===== config.mk =====
export PLATFORM = sky130hd
export DESIGN_NAME = seq_alu
export DESIGN_NICKNAME = d
export VERILOG_FILES = /design/src/rtl/seq_alu.sv
export SDC_FILE = /design/constraint.sdc
export NUM_CORES = 1
export LEC_CHECK = 0
export CORE_MARGIN = 2
export CORE_UTILIZATION = 52
export CTS_CLUSTER_DIAMETER = 50
export DETAILED_ROUTE_END_ITERATION = 8
export PLACE_DENSITY_LB_ADDON = 0.12
export SLEW_MARGIN = 10
export SYNTH_ARGS = -nofsm -noshare
export SYNTH_HDL_FRONTEND = slang
export SYNTH_SLANG_ARGS = --single-unit

===== constraint.sdc =====
create_clock -name clk -period 8.6 [get_ports clk]
set_input_delay 1.72 -clock clk [delete_from_list [all_inputs] [get_ports clk]]
set_output_delay 1.72 -clock clk [all_outputs]
set_load 0.03 [all_outputs]

===== src/rtl/seq_alu.sv =====
// seq_alu: registered ALU with valid/ready handshake on both sides.
// Non-MUL ops complete in one cycle. MUL is an unsigned shift-add
// multiplier that retires one multiplier bit per cycle.
// Optional feature macro: SEQ_ALU_MUL_EN (builds the MUL datapath and BUSY
// state). Without it, opcode 111 completes at once and flags illegal_o.
module seq_alu #(
   parameter int WIDTH = 8
) (
   input  logic             clk,
   input  logic             reset,
   input  logic             in_valid_i,
   output logic             in_ready_o,
   input  logic [WIDTH-1:0] a_i,
   input  logic [WIDTH-1:0] b_i,
   input  logic [2:0]       op_i,
   output logic             out_valid_o,
   input  logic             out_ready_i,
   output logic [WIDTH-1:0] alu_o,
   output logic [WIDTH-1:0] hi_o,
   output logic             zero_o,
   output logic             carry_o,
   output logic             ovf_o,
   output logic             illegal_o
);

   localparam int SHW = $clog2(WIDTH);

   localparam logic [2:0] OP_ADD = 3'b000;
   localparam logic [2:0] OP_SUB = 3'b001;
   localparam logic [2:0] OP_AND = 3'b010;
   localparam logic [2:0] OP_OR  = 3'b011;
   localparam logic [2:0] OP_XOR = 3'b100;
   localparam logic [2:0] OP_SHL = 3'b101;
   localparam logic [2:0] OP_SHR = 3'b110;
   localparam logic [2:0] OP_MUL = 3'b111;

`ifdef SEQ_ALU_MUL_EN
   typedef enum logic [1:0] {IDLE, BUSY, DONE} state_t;
`else
   typedef enum logic [1:0] {IDLE, DONE} state_t;
`endif

   state_t state;

   // single-cycle result path, evaluated straight from the inputs so the
   // result can be registered on the accepting edge
   logic [SHW-1:0]   shamt;
   logic [WIDTH:0]   sum;
   logic [WIDTH:0]   dif;
   logic [WIDTH:0]   shl;
   logic [WIDTH:0]   shr;
   logic [WIDTH-1:0] res;
   logic             cy;
   logic             ov;
   logic             ill;
   logic             is_mul;

   // combinational evaluation of every single-cycle opcode
   always_comb begin
      shamt = b_i[SHW-1:0];
      sum   = {1'b0, a_i} + {1'b0, b_i};
      // top bit of the difference is the borrow (a < b unsigned)
      dif   = {1'b0, a_i} - {1'b0, b_i};
      // the extra bit catches the last bit pushed out; zero for amount 0
      shl   = {1'b0, a_i} << shamt;
      shr   = {a_i, 1'b0} >> shamt;
      res   = '0;
      cy    = 1'b0;
      ov    = 1'b0;
      ill   = 1'b0;
      case (op_i)
         OP_ADD: begin
            res = sum[WIDTH-1:0];
            cy  = sum[WIDTH];
            ov  = (a_i[WIDTH-1] == b_i[WIDTH-1]) && (sum[WIDTH-1] != a_i[WIDTH-1]);
         end
         OP_SUB: begin
            res = dif[WIDTH-1:0];
            cy  = dif[WIDTH];
            ov  = (a_i[WIDTH-1] != b_i[WIDTH-1]) && (dif[WIDTH-1] != a_i[WIDTH-1]);
         end
         OP_AND: res = a_i & b_i;
         OP_OR:  res = a_i | b_i;
         OP_XOR: res = a_i ^ b_i;
         OP_SHL: begin
            res = shl[WIDTH-1:0];
            cy  = shl[WIDTH];
         end
         OP_SHR: begin
            res = shr[WIDTH:1];
            cy  = shr[0];
         end
         default: begin
`ifdef SEQ_ALU_MUL_EN
            ill = 1'b0;
`else
            ill = 1'b1;
`endif
         end
      endcase
   end

`ifdef SEQ_ALU_MUL_EN
   localparam logic [SHW-1:0] LAST = SHW'(WIDTH - 1);

   // multiplier lives in acc_lo and is consumed LSB first while the
   // product grows in from the top; after WIDTH steps {acc_hi,acc_lo}
   // holds the full product
   logic [WIDTH-1:0] mcand;
   logic [WIDTH-1:0] acc_hi;
   logic [WIDTH-1:0] acc_lo;
   logic [SHW-1:0]   cnt;
   logic [WIDTH:0]   step_sum;
   logic [WIDTH-1:0] nhi;
   logic [WIDTH-1:0] nlo;

   assign is_mul = (op_i == OP_MUL);

   // one shift-add step
   always_comb begin
      step_sum = {1'b0, acc_hi} + (acc_lo[0] ? {1'b0, mcand} : '0);
      nhi      = step_sum[WIDTH:1];
      nlo      = {step_sum[0], acc_lo[WIDTH-1:1]};
   end
`else
   assign is_mul = 1'b0;
`endif

   // control FSM with registered handshake, result and flags
   always_ff @(posedge clk) begin
      if (reset) begin
         state       <= IDLE;
         in_ready_o  <= 1'b1;
         out_valid_o <= 1'b0;
         alu_o       <= '0;
         hi_o        <= '0;
         zero_o      <= 1'b0;
         carry_o     <= 1'b0;
         ovf_o       <= 1'b0;
         illegal_o   <= 1'b0;
`ifdef SEQ_ALU_MUL_EN
         mcand       <= '0;
         acc_hi      <= '0;
         acc_lo      <= '0;
         cnt         <= '0;
`endif
      end else begin
         case (state)
            IDLE: begin
               if (in_valid_i) begin
                  in_ready_o <= 1'b0;
                  if (is_mul) begin
`ifdef SEQ_ALU_MUL_EN
                     state  <= BUSY;
                     mcand  <= a_i;
                     acc_hi <= '0;
                     acc_lo <= b_i;
                     cnt    <= '0;
`endif
                  end else begin
                     state       <= DONE;
                     out_valid_o <= 1'b1;
                     alu_o       <= res;
                     hi_o        <= '0;
                     zero_o      <= (res == '0);
                     carry_o     <= cy;
                     ovf_o       <= ov;
                     illegal_o   <= ill;
                  end
               end
            end
`ifdef SEQ_ALU_MUL_EN
            BUSY: begin
               acc_hi <= nhi;
               acc_lo <= nlo;
               cnt    <= cnt + 1'b1;
               if (cnt == LAST) begin
                  state       <= DONE;
                  out_valid_o <= 1'b1;
                  alu_o       <= nlo;
                  hi_o        <= nhi;
                  zero_o      <= ({nhi, nlo} == '0);
                  carry_o     <= (nhi != '0);
                  ovf_o       <= 1'b0;
                  illegal_o   <= 1'b0;
               end
            end
`endif
            DONE: begin
               if (out_ready_i) begin
                  state       <= IDLE;
                  out_valid_o <= 1'b0;
                  in_ready_o  <= 1'b1;
               end
            end
            default: begin
               state       <= IDLE;
               out_valid_o <= 1'b0;
               in_ready_o  <= 1'b1;
            end
         endcase
      end
   end

endmodule


## After elaboration in Yosys (flattened, before gate mapping)

Index checks and enable logic that the tools add are counted.

- Register bits: 16
- Bits in latches: 0
- Memory bits (writable): 0
- Bits in read-only memories: 0
- Input port bits: 23
- Output and inout port bits: 22
- Logic and storage cells: 49
- Memories kept: 0

- $add $sub $neg: 2
- Multiply operators: 0
- Div/mod/pow operators: 0
- Order comparisons: 0
- Eq/ne operators: 13
- Shift-type cells: 2
- Multiplexer cells: 13
- Bitwise logic cells: 3
- Reduce and logical (&&, ||, !) cells: 8

Operator list:

| cell | count |
|---|---|
| one-hot mux 8 bit (7 select lines) | 1 |
| adder 8 x 8 -> 9 bit | 1 |
| equality test 3 bit (second input constant) | 3 |
| << shifter 8 x 3 -> 9 bit | 1 |
| right shift 9 x 3 -> 9 bit | 1 |
| subtractor 8 x 8 -> 9 bit | 1 |
| AND 8 bit | 1 |
| zero test 8 bit | 1 |
| bitwise OR 8 bit | 1 |
| bitwise XOR 8 bit | 1 |
| OR reduction 7 bit | 1 |
| equality test 3 x 2 -> 1 bit (second input constant) | 2 |
| one-hot mux 1 bit (2 select lines) | 3 |
| 2-to-1 mux 1 bit | 5 |
| 2-to-1 mux 2 bit | 2 |
| != test 2 bit (second input constant) | 2 |
| one-hot mux 1 bit (4 select lines) | 1 |
| one-hot mux 2 bit (2 select lines) | 1 |
| AND reduction 2 bit | 2 |
| equality test 3 x 1 -> 1 bit (second input constant) | 1 |
| zero test 3 bit | 1 |
| != test 1 bit | 3 |
| equality test 2 x 1 -> 1 bit (second input constant) | 1 |
| logical AND 1 bit | 2 |
| 2 further kinds | 2 |

## Logic depth before layout (Yosys ltp)

Gate-level depths: netlist of run 1.

- Word-level depth: 4
- Depth in mapped cells: 12
- Gate-level depth less buffers: 11

## Least setup slack after synthesis of run 1

OpenSTA, ideal clock, no wires.

- Path kind: input port to flip-flop
- Start point: input b_i[1]
- End point: register zero_o
- Setup time: 0.060 ns
- Arrival: 3.922 ns
- Data required time: 8.540 ns
- Setup slack: 4.618 ns
- Stages: 12
- Buffers on the path: 3
- Cells stage by stage: buf_4 > buf_6 > buf_4 > inv_1 > ha_1 > o21bai_1 > nor4b_1 > nor3_1 > a221o_1 > a21boi_2 > and4_1 > a41o_1

- Longest elaborated chain between the ends: 3
- Elaborated cells between the ends (all ways): 9
- Classes of those cells: add/sub: 2; shift: 2; mux: 1; bitwise: 3; reduce/logical: 1

Ends and longest elaborated chain:

| item | line | text |
|---|---|---|
| from (decl) | 14 | `input logic [WIDTH-1:0] b_i,` |
| subtractor 8 x 8 -> 9 bit (tied with other cells) | 63 | `dif = {1'b0, a_i} - {1'b0, b_i};` |
| one-hot mux 8 bit (7 select lines) (*) | 71 | `case (op_i)` |
| zero test 8 bit (*) | 165 | `zero_o <= (res == '0);` |
| to (signal assigned) | 165 |  |
| to (decl) | 20 | `output logic zero_o,` |

Mark *: on every way between the ends. The rest lies on a longest branch, timed or not.
A chain may end at the register's enable or synchronous reset.

## Worst setup path in the final report of run 1

Ends and elaborated chain as after synthesis.

==> run summary, run 1 <==
HP Class = flop to flop
RSZ-0062 raised after global routing = no
Hold Fails Final Rpt = 0
Post-synth EDFFs = 0
Via count = 2352
Area growth, synth to finish = 13.4%
Final setup viols = 0
YS warnings = 0
Power Density = 105 mW/mm2
H-tree Lvls = 1
GRT Total Usage = 0.252
CTS tree = yes
Final wirelength = 6300 um
Drt drc = 0
WL/cell = 16.7 um
Design Area, Final = 0.00266 mm2
Data required time at the worst endpoint = 8.74 ns
Design Power = 279 uW
Vias per cell = 6.24
WP data arrival = 5.09 ns
Yosys cell types = 60
GPL Wtd Cong = 0.954
Yosys reg bits = 14
CORE AREA = 0.00435 mm2
Synth top cells by count = nor2_1, ha_1, inv_1
Top-area cell type share of the netlist area = 0.134
Antenna violations before repair = 0
Die extent in x = 71.1 um
Non-filler cells, final = 377
Post-Place Cells = 373
Drt pass-1 iters = 5
Final HPWL DP = 4980 um
Worst skew pair latency = 0.24 ns
Setup TNS = 0 ns
Die Footprint = 0.00506 mm2
Worst setup margin = 3.64 ns
Critical path class = input port to flop
Nets = 376
Max Slew Vio Count = 0
Sequential area share after synthesis = 0.120
Most frequent cell after synthesis = nor2_1
Layout fillers = 412
Post-place instance area = 0.00260 mm2
Resized Gates After CTS = 0
Post-CTS setup buffer count = 0
Initial Util = 0.538
P_leak = 1.13 nW
First-pass GRT wire length = 10400 um
Port Buffers = 36
Post-route minimum period = 4.96 ns
Post-DRT Antenna Nets = 0
Status = finished, final reports clean
Post-synth top flop = dfxtp_1
Mapped Cells = 307
CTS Sinks = 14
Pre-CTS setup slack = 3.44 ns
Top post-synthesis cells by area = ha_1, dfxtp_1, mux2i_1
Ratio of cells with drive above 1 in the final layout = 0.0462
Peak VDD IR = 0.0000417 V
Async set-or-reset flop fraction in the synthesized netlist = 0
CTS Buffer Depth = 2
Antenna Cells = 0
Reg clk slew, reported paths = 0.06 ns
Slew Limit Headroom = 0.314
Crit. End Element = flop
CTS Buf Count = 3
Cts-stage hold buffer count = 0
Clock root buffer = clkbuf_8
Fmax = 202 MHz
Least-Margin Pin Slew = 1.03 ns
Cell Area, Synth = 0.00234 mm2
Worst Clk Skew = 0.00331 ns
Post-synthesis area per instance = 7.63 um2
Maximum number of pins on one net before global-route repair = 26
Global route overflow = 0
Site Rows = 24
1st-iter DRT viols = 137
Setup crit start kind = input port
Crit share post-route = 0.577
Vias in the first global route = 2186
Yosys top cell by area = ha_1
Max Cap Viol = 0
Die height = 71.1 um
Critical-path maximum fanout = 25
Boundary Pins = 45
## placed cells by master, fill, tap and decap left out, types with 12 or more instances in the layout
| cell type | Yosys | final |
|---|---|---|
| a21oi_1 | 23 | 23 |
| clkdlybuf4s50_1 | 0 | 36 |
| dfxtp_1 | 14 | 14 |
| ha_1 | 25 | 25 |
| inv_1 | 25 | 25 |
| mux2i_1 | 14 | 14 |
| nand2_1 | 13 | 13 |
| nand2b_1 | 12 | 12 |
| nor2_1 | 30 | 30 |
| o21ai_0 | 19 | 19 |
## routing by layer
metal  vias to the layer above  global-route usage  share of wire
li1                       1140                   -              -
met4                         0              0.0608          0.021
met1                      1080               0.352           0.44
met5                         -                   0              0
met3                        13              0.0242          0.078
met2                       119               0.418           0.46
## sequential cells by signal, indices dropped and copies added (netlist names)
signal,cells
carry_o,1
ovf_o,1
zero_o,1
illegal_o,1
out_valid_o,1
alu_o,8
in_ready_o,1
## area by class of cell
class                   instances  area, um2  share of cell area
well taps                      52       65.1              0.0245
flip-flops and latches         14        280               0.106
clock buffers                   4       55.1              0.0207
inverters                      26       97.6              0.0368
multi-input cells             245       1800               0.677
repair buffers                 36        360               0.136
## cell families after synthesis
logic type | Yosys count | share of synthesized area
DFF | 14 | 0.120
xor gates and xnor gates | 5 | 0.0187
buffers and inverters | 55 | 0.124
muxes | 19 | 0.0983
other | 1 | 0.00160
AOI/OAI and AO/OA | 103 | 0.306
and+or+nand+nor | 83 | 0.181
adders and majority gates | 27 | 0.151
## worst max-delay path, cell delays in order
cell,delay (ns)
clkdlybuf4s50_1,1.10
inv_1,0.31
ha_1,0.40
o21bai_1,0.20
nor4b_1,0.41
o31ai_1,0.19
nand2b_1,0.19
a32oi_1,0.22
nor2_1,0.10
a41o_1,0.23
## power breakdown
group          internal (mW)  switching [mW]  total [mW]
sequential            0.0701         0.00265      0.0727
clock                 0.0405          0.0211      0.0616
combinational         0.0582          0.0867       0.145
total                  0.169           0.110       0.279
## path summary, 6_finish.rpt
path               startpoint         to  slack [ns]  cells after the start
setup / recovery       b_i[1]     zero_o        3.64                     10
hold / removal      illegal_o  illegal_o        0.45                      2
setup reg to reg  out_valid_o     zero_o        6.20                      5
hold reg to reg     illegal_o  illegal_o        0.45                      2
## per-stage QoR
stage	util	hold slack (ns)
after floorplan	-	0.578
after global placement	0.597	0.439
after detailed placement	0.597	0.446
after CTS	0.610	0.453
after global routing	0.610	0.496
final	0.610	0.452
No activity file was read; power rests on OpenSTA's default activity.
==> inputs of run 2 (changes only) <==
==> constraint.sdc (replaced) <==
create_clock -name clk -period 4.75 [get_ports clk]
set_input_delay 0.95 -clock clk [delete_from_list [all_inputs] [get_ports clk]]
set_output_delay 0.95 -clock clk [all_outputs]
set_load 0.03 [all_outputs]
==> run summary, run 2 (synthesis gave the netlist of run 1 again) <==
Crit. End Element = flop (unchanged)
Drt drc = 0 (unchanged)
Critical-path maximum fanout = 14 (was 25)
GRT Total Usage = 0.264 (was 0.252)
Critical path class = input port to flop (unchanged)
CTS Sinks = 14 (unchanged)
Antenna Cells = 0 (unchanged)
Peak VDD IR = 0.0000740 V (was 0.0000417 V)
Die height = 71.1 um (unchanged)
Port Buffers = 36 (unchanged)
Max stage delay on crit path = 0.46 ns (was 1.10 ns)
WP buf/inv = 3 (was 2)
CTS Buffer Depth = 2 (unchanged)
Boundary Pins = 45 (unchanged)
Vias in the first global route = 2289 (was 2186)
Layout fillers = 412 (unchanged)
Fmax = 279 MHz
CTS Buf Count = 3 (unchanged)
Setup TNS = 0 ns (unchanged)
Max Cap Viol = 0 (unchanged)
RSZ-0062 raised after global routing = no (unchanged)
Ratio of cells with drive above 1 in the final layout = 0.0663 (was 0.0462)
CORE AREA = 0.00435 mm2 (unchanged)
Final setup viols = 0 (unchanged)
Worst hold stages = 2 (unchanged)
Most frequent cells in the layout = clkdlybuf4s50_1, nor2_1, inv_1, ha_1, a21oi_1 (unchanged)
First-pass GRT wire length = 10900 um (was 10400 um)
WL/cell = 16.7 um (about the same)
Pre-CTS setup slack = 0.932 ns (was 3.44 ns)
Vias per cell = 6.24 (about the same)
Worst path top cell family by delay = compound AO/OA/AOI/OAI gates (was buffers and inverters)
Cts-stage hold buffer count = 0 (unchanged)
Resized Gates After CTS = 0 (unchanged)
Least-Margin Pin Slew = 0.692 ns (was 1.03 ns)
Site Rows = 24 (unchanged)
Crit path max-delay cell type = ha_1 (was clkdlybuf4s50_1)
H-tree Lvls = 1 (unchanged)
Post-route minimum period = 3.59 ns
Crit share post-route = 0.756
Area growth, synth to finish = 15.6% (was 13.4%)
HP Class = flop to flop (unchanged)
Reg clk slew, reported paths = 0.06 ns (about the same)
Final wirelength = 6400 um (was 6300 um)
Post-CTS setup buffer count = 0 (unchanged)
WP data arrival = 3.73 ns (was 5.09 ns)
Worst-path cell chain = clkdlybuf4s50_1, buf_4, inv_1, ha_1, o21ai_1, a21o_1, a2111oi_1, o21ai_0, a32oi_1, nor2_1, a41o_1 (was clkdlybuf4s50_1, inv_1, ha_1, o21bai_1, nor4b_1, o31ai_1, nand2b_1, a32oi_1, nor2_1, a41o_1)
Area occupied by multi-input gates = 0.00180 mm2 (unchanged)
1st-iter DRT viols = 143 (was 137)
Max Slew Vio Count = 0 (unchanged)
Clock root buffer = clkbuf_8 (unchanged)
GPL Wtd Cong = 0.967 (was 0.954)
P_leak = 1.17 nW (was 1.13 nW)
Worst skew pair latency = 0.25 ns (was 0.24 ns)
Nets = 383 (was 376)
Commonest non-fill, non-tap cell in the layout = clkdlybuf4s50_1 (unchanged)
Global route overflow = 0 (unchanged)
Maximum number of pins on one net before global-route repair = 25 (was 26)
Die extent in x = 71.1 um (unchanged)
Hold Fails Final Rpt = 0 (unchanged)
Worst Clk Skew = 0.00198 ns (was 0.00331 ns)
Status = finished, final reports clean (unchanged)
Die Footprint = 0.00506 mm2 (unchanged)
Worst setup margin = 1.16 ns (was 3.64 ns)
Power Density = 190 mW/mm2 (was 105 mW/mm2)
Post-DRT Antenna Nets = 0 (unchanged)
Via count = 2395 (was 2352)
Reg area = 280 um2 (unchanged)
Final hold slack = 0.458 ns (was 0.452 ns)
Register name with the most flops = alu_o (unchanged)
Max reg flops = 8 (unchanged)
Data required time at the worst endpoint = 4.90 ns (was 8.74 ns)
Slew Limit Headroom = 0.535 (was 0.314)
Initial Util = 0.538 (unchanged)
Critical path depth in cells = 11 (was 10)
Drt pass-1 iters = 5 (unchanged)
Final HPWL DP = 5140 um (was 4980 um)
CTS tree = yes (unchanged)
Antenna violations before repair = 0 (unchanged)
Setup crit start kind = input port (unchanged)
Worst reg2reg path depth = 6 (was 5)
run 2: changes by cell type in the layout (fill, tap and decap cells not counted), sizes merged:
cell and delta:
buf +7
run 2: worst paths after layout:
kind / startpoint / endpoint / slack (ns)
setup / recovery: b_i[2] / zero_o / 1.16
hold / removal: ovf_o / ovf_o / 0.46
setup reg to reg: out_valid_o / zero_o / 3.08
hold reg to reg: ovf_o / ovf_o / 0.46
run 2: tightest hold or removal path, delay by kind of cell (launching register included):
kind / cells / cell delay [ns]
and+or+nand+nor: 1 / 0.05
AOI/OAI and AO/OA: 1 / 0.05
DFF: 1 / 0.31
run 2: final cells by class:
| cell class | count | area share |
|---|---|---|
| well taps | 52 | 0.0240 |
| inverters | 26 | 0.0360 |
| repair buffers | 43 | 0.152 |
| clock buffers | 4 | 0.0203 |
| flip-flops and latches | 14 | 0.104 |
| multi-input cells | 245 | 0.664 |
run 2: through the flow:
stage                     std cells   util  power (mW)  instance area [um2]
final                           384  0.622       0.515                 2710
after global routing            384  0.622       0.549                 2710
after CTS                       384  0.622       0.514                 2710
after detailed placement        380  0.609       0.397                 2650
after global placement          380  0.609       0.396                 2650
after floorplan                 314      -       0.323                 2370
run 2: power by group:
part	switching, mW	leakage [nW]	internal [mW]
clock network	0.0427	0.0288	0.0735
logic	0.158	1.02	0.109
registers	0.00486	0.116	0.127
total	0.206	1.17	0.309
run 2: routing by layer:
metal  routed length, um  vias to the layer above  GRT usage
li1                    -                     1150          -
met1                2870                     1103      0.356
met2                2840                      120      0.434
met3                 465                       22     0.0214
met4                 225                        0      0.111
met5                   0                        -          0
